[src/rtl/bomb_placer.sv]
// bomb_placer: turns A/B bomb button pulses into legal, arbitrated single-cell bomb-map writes
module bomb_placer #(
  parameter int GRID      = 10,
  parameter int MAX_BOMBS = 2,
  parameter int FUSE      = 3
) (
  input  logic                     clk,
  input  logic                     rst,
  input  logic                     bombTick,
  input  logic                     btnA,
  input  logic                     btnB,
  input  logic [3:0]               posAX,
  input  logic [3:0]               posAY,
  input  logic [3:0]               posBX,
  input  logic [3:0]               posBY,
  input  logic [1:0]               healthA,
  input  logic [1:0]               healthB,
  input  logic [2*GRID*GRID-1:0]   curBombMap,
  input  logic [2*GRID*GRID-1:0]   curArena,
  output logic                     wrEn,
  output logic [3:0]               wrX,
  output logic [3:0]               wrY,
  output logic [1:0]               wrVal,
  output logic [1:0]               activeA,
  output logic [1:0]               activeB,
  output logic                     rejA,
  output logic                     rejB
);
  localparam int IW = $clog2(2*GRID*GRID);
  logic [1:0] pend_q, pend_d, rej_q, rej_d;
  logic [1:0][3:0] pend_x_q, pend_x_d, pend_y_q, pend_y_d;
  logic [1:0][MAX_BOMBS-1:0][1:0] tmr_q, tmr_d;
  logic ptr_q, ptr_d, wb_valid_q, wb_valid_d, last_valid_q, last_valid_d;
  logic [3:0] wb_x_q, wb_x_d, wb_y_q, wb_y_d, last_x_q, last_x_d, last_y_q, last_y_d;
  logic [1:0] btn;
  logic [1:0][3:0] pos_x, pos_y;
  logic [1:0][1:0] hp, act;
  logic win, go, ok, in_rng, dup, found;
  logic [3:0] wx, wy;
  logic [IW-1:0] idx;
  logic [1:0] arena_cell, map_cell;
  assign btn   = {btnB, btnA};
  assign pos_x = {posBX, posAX};
  assign pos_y = {posBY, posAY};
  assign hp    = {healthB, healthA};
  assign wrEn    = wb_valid_q & ~bombTick;
  assign wrX     = wb_x_q;
  assign wrY     = wb_y_q;
  assign wrVal   = {1'b0, wb_valid_q};
  assign activeA = act[0];
  assign activeB = act[1];
  assign rejA    = rej_q[0];
  assign rejB    = rej_q[1];
  always_comb begin
    act = '0;
    for (int p = 0; p < 2; p++)
      for (int s = 0; s < MAX_BOMBS; s++)
        act[p] = act[p] + 2'(tmr_q[p][s] != 2'd0);
  end
  // Arbitration never runs in a tick cycle, so the buffer is always free or draining when it does.
  always_comb begin
    win        = &pend_q ? ptr_q : pend_q[1];
    go         = ~bombTick & |pend_q;
    wx         = pend_x_q[win];
    wy         = pend_y_q[win];
    in_rng     = int'(wx) < GRID && int'(wy) < GRID;
    idx        = in_rng ? IW'(2 * (GRID * int'(wy) + int'(wx))) : '0;
    arena_cell = curArena[idx +: 2];
    map_cell   = curBombMap[idx +: 2];
    dup        = (wb_valid_q && wx == wb_x_q && wy == wb_y_q) ||
                 (last_valid_q && wx == last_x_q && wy == last_y_q);
    ok         = in_rng && hp[win] != 2'd0 && int'(act[win]) < MAX_BOMBS &&
                 arena_cell != 2'd1 && map_cell == 2'd0 && !dup;
  end
  always_comb begin
    pend_d       = pend_q;
    pend_x_d     = pend_x_q;
    pend_y_d     = pend_y_q;
    rej_d        = '0;
    ptr_d        = ptr_q;
    tmr_d        = tmr_q;
    found        = 1'b0;
    wb_valid_d   = wrEn ? 1'b0 : wb_valid_q;
    wb_x_d       = wb_x_q;
    wb_y_d       = wb_y_q;
    last_valid_d = wrEn;
    last_x_d     = wrEn ? wb_x_q : last_x_q;
    last_y_d     = wrEn ? wb_y_q : last_y_q;
    for (int p = 0; p < 2; p++)
      for (int s = 0; s < MAX_BOMBS; s++)
        if (bombTick && tmr_q[p][s] != 2'd0) tmr_d[p][s] = tmr_q[p][s] - 2'd1;
    if (go) begin
      pend_d[win] = 1'b0;
      ptr_d       = ~win;
      rej_d[win]  = ~ok;
      if (ok) begin
        wb_valid_d = 1'b1;
        wb_x_d     = wx;
        wb_y_d     = wy;
        for (int s = 0; s < MAX_BOMBS; s++)
          if (!found && tmr_q[win][s] == 2'd0) begin
            tmr_d[win][s] = 2'(FUSE);
            found         = 1'b1;
          end
      end
    end
    for (int p = 0; p < 2; p++)
      if (btn[p] && !pend_q[p]) begin
        pend_d[p]   = 1'b1;
        pend_x_d[p] = pos_x[p];
        pend_y_d[p] = pos_y[p];
      end
  end
  always_ff @(posedge clk) begin
    if (rst) begin
      pend_q       <= '0;
      pend_x_q     <= '0;
      pend_y_q     <= '0;
      rej_q        <= '0;
      tmr_q        <= '0;
      ptr_q        <= 1'b0;
      wb_valid_q   <= 1'b0;
      wb_x_q       <= '0;
      wb_y_q       <= '0;
      last_valid_q <= 1'b0;
      last_x_q     <= '0;
      last_y_q     <= '0;
    end else begin
      pend_q       <= pend_d;
      pend_x_q     <= pend_x_d;
      pend_y_q     <= pend_y_d;
      rej_q        <= rej_d;
      tmr_q        <= tmr_d;
      ptr_q        <= ptr_d;
      wb_valid_q   <= wb_valid_d;
      wb_x_q       <= wb_x_d;
      wb_y_q       <= wb_y_d;
      last_valid_q <= last_valid_d;
      last_x_q     <= last_x_d;
      last_y_q     <= last_y_d;
    end
  end
endmodule
[config.mk]
export PLATFORM = sky130hd
export DESIGN_NAME = bomb_placer
export DESIGN_NICKNAME = d
export VERILOG_FILES = /design/src/rtl/bomb_placer.sv
export SDC_FILE = /design/constraint.sdc
export NUM_CORES = 1
export LEC_CHECK = 0
export ABC_AREA = 1
export BUFFER_PORTS_ARGS = -buffer_cell sky130_fd_sc_hd__buf_2
export CAP_MARGIN = 20
export CORE_AREA = 2 2 174 176
export CTS_BUF_LIST = sky130_fd_sc_hd__clkbuf_16
export DETAILED_ROUTE_END_ITERATION = 6
export DIE_AREA = 0 0 176 178
export GPL_ROUTABILITY_DRIVEN = 0
export PLACE_DENSITY = 0.48
export SLEW_MARGIN = 20
export SYNTH_ARGS = -nofsm -noshare
export SYNTH_HDL_FRONTEND = slang
export SYNTH_SLANG_ARGS = --single-unit
[constraint.sdc]
create_clock -name clk -period 4.01 [get_ports clk]
set_input_delay 0.401 -clock clk [delete_from_list [all_inputs] [get_ports clk]]
set_output_delay 0.401 -clock clk [all_outputs]
set_load 0.05 [all_outputs]
==> key figures, run 1 <==
Status
  • Status: complete, no violations

STA
  • Minimum clock period: 3.644 ns
  • Hold Vio Cnt, Final: 0
  • Setup-failing EPs final: 0
  • Setup_tns: 0 ns
  • Fmax: 0.2744 GHz
  • Slew Viols, Final: 0
  • RSZ-0062 raised after global routing: no
  • Final period util: 0.9088
  • Worst setup margin: 0.3657 ns
  • Layout Skew: 0.005563 ns
  • Rel. slew slack: 0.3116
  • Worst-margin pin slew: 1.029 ns

Final layout
  • Multi-input logic area: 0.004801 mm^2
  • Fillers: 3440
  • Layout cells sized above 1: 0.3196
  • Nets: 2111
  • Sequential cell area: 943.4 um^2
  • Synth-to-layout area growth: 39.22%

Clock tree
  • Cts hold-fix bufs: 0
  • H-tree levels: 2
  • CTS Buffer Depth: 2
  • Number of buffers created by CTS: 5
  • Root Buffer: clkbuf_16
  • Clk sinks: 47
  • Reg clk slew, reported paths: 0.06 ns
  • Skew-Pair Late Insertion Delay: 0.29 ns
  • CTS tree: done

Placed design
  • Post-DP HPWL: 28.91 mm
  • IO Port Bufs: 440
  • Pre-CTS setup slack: 0.09952 ns

Detailed routing
  • Initial DRC count: 569
  • Wire length per cell: 17.02 um
  • Routed WL: 35.24 mm
  • Via/cell ratio: 4.640
  • First drt pass iteration count: 5
  • Routed vias: 9609
  • Final ANT Viol Nets: 0
  • # DRC: 0

Logic synthesis
  • Sequential share of the synthesized area: 0.1378
  • Mapped Nets: 1718
  • FFs w/ async S/R, synth: 0
  • Cell variety after synth: 47
  • Area leader, netlist: nand2_1
  • Share of the synthesized area in the top cell type: 0.1704
  • Main flop type after synthesis: dfxtp_1
  • Most frequent cell after synthesis: nand2_1
  • Cell Area, Synth: 0.006830 mm^2
  • Syn_area_per_cell: 5.332 um^2
  • EDFF count, synth: 0
  • Synth area leaders: nand2_1 (17%), dfxtp_1 (14%), nor2_1 (11%)
  • Post-synthesis cell count: 1281
  • Synth warn: 0
  • Flops & latches, synth: 47
  • Top cells by count, synth: nand2_1 (310), nor2_1 (207), inv_1 (160)

Global route
  • Global route total overflow: 0
  • Met1 usage: 0.2641
  • Met3 GRT Util: 0.03794
  • GRT Resource Usage Total: 0.2133
  • GR peak layer: met2
  • First-pass GRT wire length: 51.92 mm
  • M2 GR Usage: 0.3753
  • Largest net degree at the start of global routing: 85
  • Vias in the first global route: 9122
  • Initial antenna violation count: 7

Die
  • Ports: 442
  • Die Wd: 176 um
  • Initial Utilization: 0.2323
  • Die Y: 178 um
  • Die ar.: 0.03133 mm^2
  • Row cnt: 63
  • Core Area: 0.02940 mm^2

Setup path
  • Required @ worst endpoint: 4.23 ns
  • R2R setup slack: 0.37 ns
  • Crit path DAT: 3.86 ns
  • WS Path Type: reg2reg
  • Worst setup SP type: flip-flop
  • Largest fanout on the critical path: 69
  • Setup crit end kind: flip-flop

Hold path
  • Hold Crit Class: in2reg

Power and ir drop
  • VDD IR max: 604.5 uV
  • LEAKAGE: 0.005303 uW
  • PD cells: 384.5 mW/mm^2

Run
  • Max-Cap Viols: 0
worst paths after layout:
kind / from / to / cells past startpoint
worst max-delay path: pend_q[1]$_SDFFE_PP0P_ / tmr_q[5]$_SDFF_PP0_ / 23
worst max register to register: pend_q[1]$_SDFFE_PP0P_ / tmr_q[5]$_SDFF_PP0_ / 23
worst min register to register: pend_y_q[6]$_SDFFE_PP0P_ / pend_y_q[6]$_SDFFE_PP0P_ / 2
worst min-delay path: btnB / pend_q[1]$_SDFFE_PP0P_ / 3
final cells by class:
| cell class | count | share of cell area |
|---|---|---|
| timing repair buffer | 466 | 0.2608 |
| tap | 390 | 0.05132 |
| clock buffer | 5 | 0.01316 |
| antenna | 7 | 0.001842 |
| sequential | 47 | 0.09921 |
| inverter | 171 | 0.06789 |
| clock inverter | 2 | 0.0009211 |
| multi-input combinational | 983 | 0.5049 |
cell usage in the layout (no fill, tap or decap), types with 4 or more instances in the layout:
master,Yosys,final
o21bai_1,11,11
dfxtp_1,47,45
a21oi_1,51,51
buf_2,42,440
inv_1,160,160
nand3_1,112,111
or2_2,19,19
nand2_2,11,10
o21ai_1,29,33
nand4_1,41,41
nand2_4,3,4
buf_4,13,18
nor3_1,6,6
xor2_1,13,13
clkbuf_16,0,5
inv_2,11,9
nor2_1,207,206
o21ai_0,91,87
buf_12,0,6
ha_1,11,10
diode_2,0,7
o22ai_1,18,18
nand2_1,310,310
o211ai_1,15,15
routing by layer:
layer	wire length, um	vias up
li1	-	4915
met1	14610	4313
met2	17170	334
met3	2559	47
met4	901	0
met5	0	-
logic make-up (layout without fill, tap and decap cells):
kind of cell | count (synthesis) | count (layout) | synth area share
and+or+nand+nor | 724 | 724 | 0.4638
buffers and inverters | 251 | 644 | 0.1627
AOI/OAI and AO/OA | 232 | 232 | 0.1942
DFF | 47 | 47 | 0.1378
xor gates and xnor gates | 14 | 14 | 0.01795
adders and majority gates | 12 | 12 | 0.02308
other | 1 | 8 | 0.0005490
critical path: stages (launching register included):
cell and delay (ns):
dfxtp_2 0.36, inv_2 0.09, a21oi_4 0.03, or2_2 0.26, o21ai_1 0.15, inv_1 0.14
ha_1 0.36, nand3_4 0.16, buf_12 0.30, nor2_1 0.07, o21ai_1 0.20, o21ai_0 0.20
nand2_1 0.09, nand2_1 0.07, inv_1 0.06, nand2_1 0.04, nand2_1 0.06, nand2_1 0.05
nand2_1 0.07, nand3_1 0.13, nand2_2 0.12, buf_4 0.17, nand4_1 0.13, a21oi_1 0.19
stage by stage:
| step | hold WS, ns | cell area (um^2) | total power [uW] | utilization | instances |
|---|---|---|---|---|---|
| final | 0.3603 | 9509 | 3656 | 0.3234 | 2071 |
| after global routing | 0.3672 | 9507 | 4021 | 0.3233 | 2070 |
| after CTS | 0.3646 | 9450 | 3670 | 0.3214 | 2061 |
| after detailed placement | 0.4598 | 9316 | 3267 | 0.3169 | 2054 |
| after global placement | 0.4666 | 9316 | 3255 | 0.3169 | 2054 |
| after floorplan | 0.4295 | 6830 | 2420 | - | 1281 |
timing repair:
item | 4_1_cts | 5_1_grt
setup buffers | 0 | 3
endpoints found under the setup margin | 0 | 19
gates resized for setup | 0 | 12
hold endpoints to repair | 0 | 0
state kept, by name (all words and copies together) (netlist names):
signal / flops
pend_q: 2
tmr_q: 8
pend_x_q: 8
wrX: 4
pend_y_q: 8
last_valid_q: 1
last_x_q: 4
ptr_q: 1
rej_q: 2
wb_valid_q: 1
last_y_q: 4
wrY: 4
power breakdown:
| group | internal (uW) | switching (uW) |
|---|---|---|
| Clock | 224 | 173 |
| Combinational | 925 | 1750 |
| Sequential | 537 | 51.0 |
No activity file was read; power rests on OpenSTA's default activity.
==> run 2: changes to the inputs <==
==> constraint.sdc (replaced) <==
create_clock -name clk -period 4.51 [get_ports clk]
set_input_delay 0.451 -clock clk [delete_from_list [all_inputs] [get_ports clk]]
set_output_delay 0.451 -clock clk [all_outputs]
set_load 0.05 [all_outputs]
==> key figures, run 2 (synthesized netlist as in run 1, its figures left out) <==
Detailed routing
  • # DRC: 0 (unchanged)
  • Wire length per cell: 16.63 um (-2.3%)
  • Final ANT Viol Nets: 0 (unchanged)
  • First drt pass iteration count: 5 (unchanged)
  • Routed vias: 9556 (-0.55%)
  • Routed WL: 34.39 mm (-2.4%)
  • Initial DRC count: 570 (+0.18%)
  • Via/cell ratio: 4.621 (-0.41%)

STA
  • Hold_ws: 0.4127 ns (+0.05241 ns)
  • Fmax: 0.2504 GHz (-8.7%)
  • Slew Viols, Final: 0 (unchanged)
  • Rel. slew slack: 0.3234 (+0.01186)
  • Layout Skew: 0.006417 ns (+0.0008543 ns)
  • RSZ-0062 raised after global routing: no
  • Setup_tns: 0 ns (unchanged)
  • Minimum clock period: 3.993 ns (+0.3487 ns)
  • Setup-failing EPs final: 0 (unchanged)
  • Hold Vio Cnt, Final: 0 (unchanged)
  • Worst-margin pin slew: 1.011 ns (-0.01773 ns)
  • Final period util: 0.8854 (-0.02343)

Clock tree
  • Root Buffer: clkbuf_16
  • CTS Buffer Depth: 2 (unchanged)
  • H-tree levels: 2 (unchanged)
  • Number of buffers created by CTS: 5 (unchanged)
  • CTS tree: done
  • Skew-Pair Late Insertion Delay: 0.29 ns (about the same)
  • Reg clk slew, reported paths: 0.07 ns (about the same)
  • Clk sinks: 47 (unchanged)

Hold path
  • Hold Path Sink: pend_y_q[4]$_SDFFE_PP0P_
  • Hold Crit Class: in2reg
  • Hold Path Depth: 3 (unchanged)
  • Hold_sp: posBY[0]

Power and ir drop
  • PD cells: 352.9 mW/mm^2 (-8.2%)
  • VDD IR max: 358.3 uV (-41%)
  • Tot Pwr: 3366 uW (-7.9%)
  • LEAKAGE: 0.005327 uW (+0.47%)

Die
  • Initial Utilization: 0.2323 (unchanged)
  • Row cnt: 63 (unchanged)
  • Die Y: 178 um (unchanged)
  • Ports: 442 (unchanged)
  • Die Wd: 176 um (unchanged)
  • Core Area: 0.02940 mm^2 (unchanged)
  • Die ar.: 0.03133 mm^2 (unchanged)

Global route
  • Vias in the first global route: 9058 (-0.70%)
  • Largest net degree at the start of global routing: 90 (+5.9%)
  • Global route total overflow: 0 (unchanged)
  • Initial antenna violation count: 4 (-3)
  • GRT Resource Usage Total: 0.2080 (-0.005270)
  • First-pass GRT wire length: 51.12 mm (-1.5%)

Setup path
  • R2R setup slack: 0.52 ns (+0.15 ns)
  • Crit path DAT: 4.22 ns (+0.36 ns)
  • Crit-path cells: inv_2, a21oi_4, or2_2, o21ai_1, inv_1, ha_1, nand3_4, inv_2, buf_4, a21oi_1, o31ai_1, nand2_1, nand2_1, nand2_1, nand2_1, nand3_1, nand2_1, nand3_1, nand2_4, nand4_4, nand2_1, nand2_1, nor2_1
  • Reg2Reg Depth: 23 (unchanged)
  • Highest cell delay on the worst timing path: 0.42 ns (+0.06 ns)
  • Largest fanout on the critical path: 21 (-70%)
  • Critical R2R Launch: pend_q[1]$_SDFFE_PP0P_
  • WS Path Type: reg2reg
  • Reg-to-Reg End: wrY[0]$_SDFFE_PP0P_
  • Setup crit end kind: flip-flop
  • Required @ worst endpoint: 4.74 ns (+0.51 ns)
  • Critical path's most frequent cell: nand2_1
  • Worst path slowest cell: ha_1
  • Worst setup SP type: flip-flop

Final layout
  • Final core occ: 0.3244 (+0.0009790)
  • Commonest non-fill, non-tap cell in the layout: buf_2
  • Largest registers: pend_x_q x8, pend_y_q x8, tmr_q x8
  • Commonest non-fill, non-tap cells in the layout: buf_2 (440), nand2_1 (310), nor2_1 (207), inv_1 (161), nand3_1 (111)
  • Post-Layout Cell Count: 2068 (-0.14%)
  • Synth-to-layout area growth: 39.64%
  • Layout cells sized above 1: 0.3172 (-0.002389)
  • Nets: 2110 (-0.047%)

Placed design
  • Post-DP HPWL: 27.81 mm (-3.8%)
  • Placed cells: 2049 (-0.24%)
  • IO Port Bufs: 440 (unchanged)

Status
  • Status: complete, no violations

Run
  • Max-Cap Viols: 0 (unchanged)
## run 2: layout make-up
cell class	count	area (um^2)
Antenna cell	4	10.01
Clock buffer	5	125.1
Clock inverter	3	63.81
Fill cell	3447	19860
Inverter	171	644.4
Multi-Input combinational cell	983	4801
Sequential cell	47	940.9
Tap cell	390	488.0
Timing Repair Buffer	465	2465
## run 2: worst max-delay path by stage
stage	start	to	slack, ns
floorplan	pend_q[0]$_SDFFE_PP0P_	wrY[0]$_SDFFE_PP0P_	1.17
global placement	pend_q[1]$_SDFFE_PP0P_	wrY[3]$_SDFFE_PP0P_	0.29
detailed placement	pend_q[1]$_SDFFE_PP0P_	wrX[3]$_SDFFE_PP0P_	0.12
CTS	pend_q[1]$_SDFFE_PP0P_	wrX[3]$_SDFFE_PP0P_	0.10
global route	pend_q[1]$_SDFFE_PP0P_	wrX[3]$_SDFFE_PP0P_	0.09
finish	pend_q[1]$_SDFFE_PP0P_	wrY[0]$_SDFFE_PP0P_	0.52
## run 2: report_power, final
part           internal (uW)  leakage (uW)  switching [uW]
Combinational            819       0.00485            1550
Sequential               477      0.000385            44.6
Clock                    316     0.0000952             160
Total                   1610       0.00533            1750
## run 2: repair_timing
action | in CTS | in global routing
hold buffers | 0 | 0
resized for setup | 0 | 4
endpoints found under the hold margin | 0 | 0
endpoints found under the setup margin | 0 | 19
buffers inserted | 0 | 7
## run 2: critical path, delay by kind of cell, from the launching register on
family	cells	cell delay, ns
DFF	1	0.39
AOI/OAI and AO/OA	4	0.44
buffers and inverters	4	0.93
and+or+nand+nor	14	1.72
adders and majority gates	1	0.42
## run 2: per-layer routing
metal  global-route usage  part of all wire  vias up
met5                    0                 0        -
met2               0.3589              0.48      313
met1               0.2668              0.43     4299
met4              0.05441             0.018        0
met3              0.03794             0.066       40
li1                     -                 -     4904
## run 2: metrics by stage
stage	instance area [um^2]	setup slack (ns)
detailed placement	9266	0.1219
global placement	9266	0.2898
finish	9538	0.5170
CTS	9455	0.1021
floorplan	6830	1.167
global route	9535	0.09038
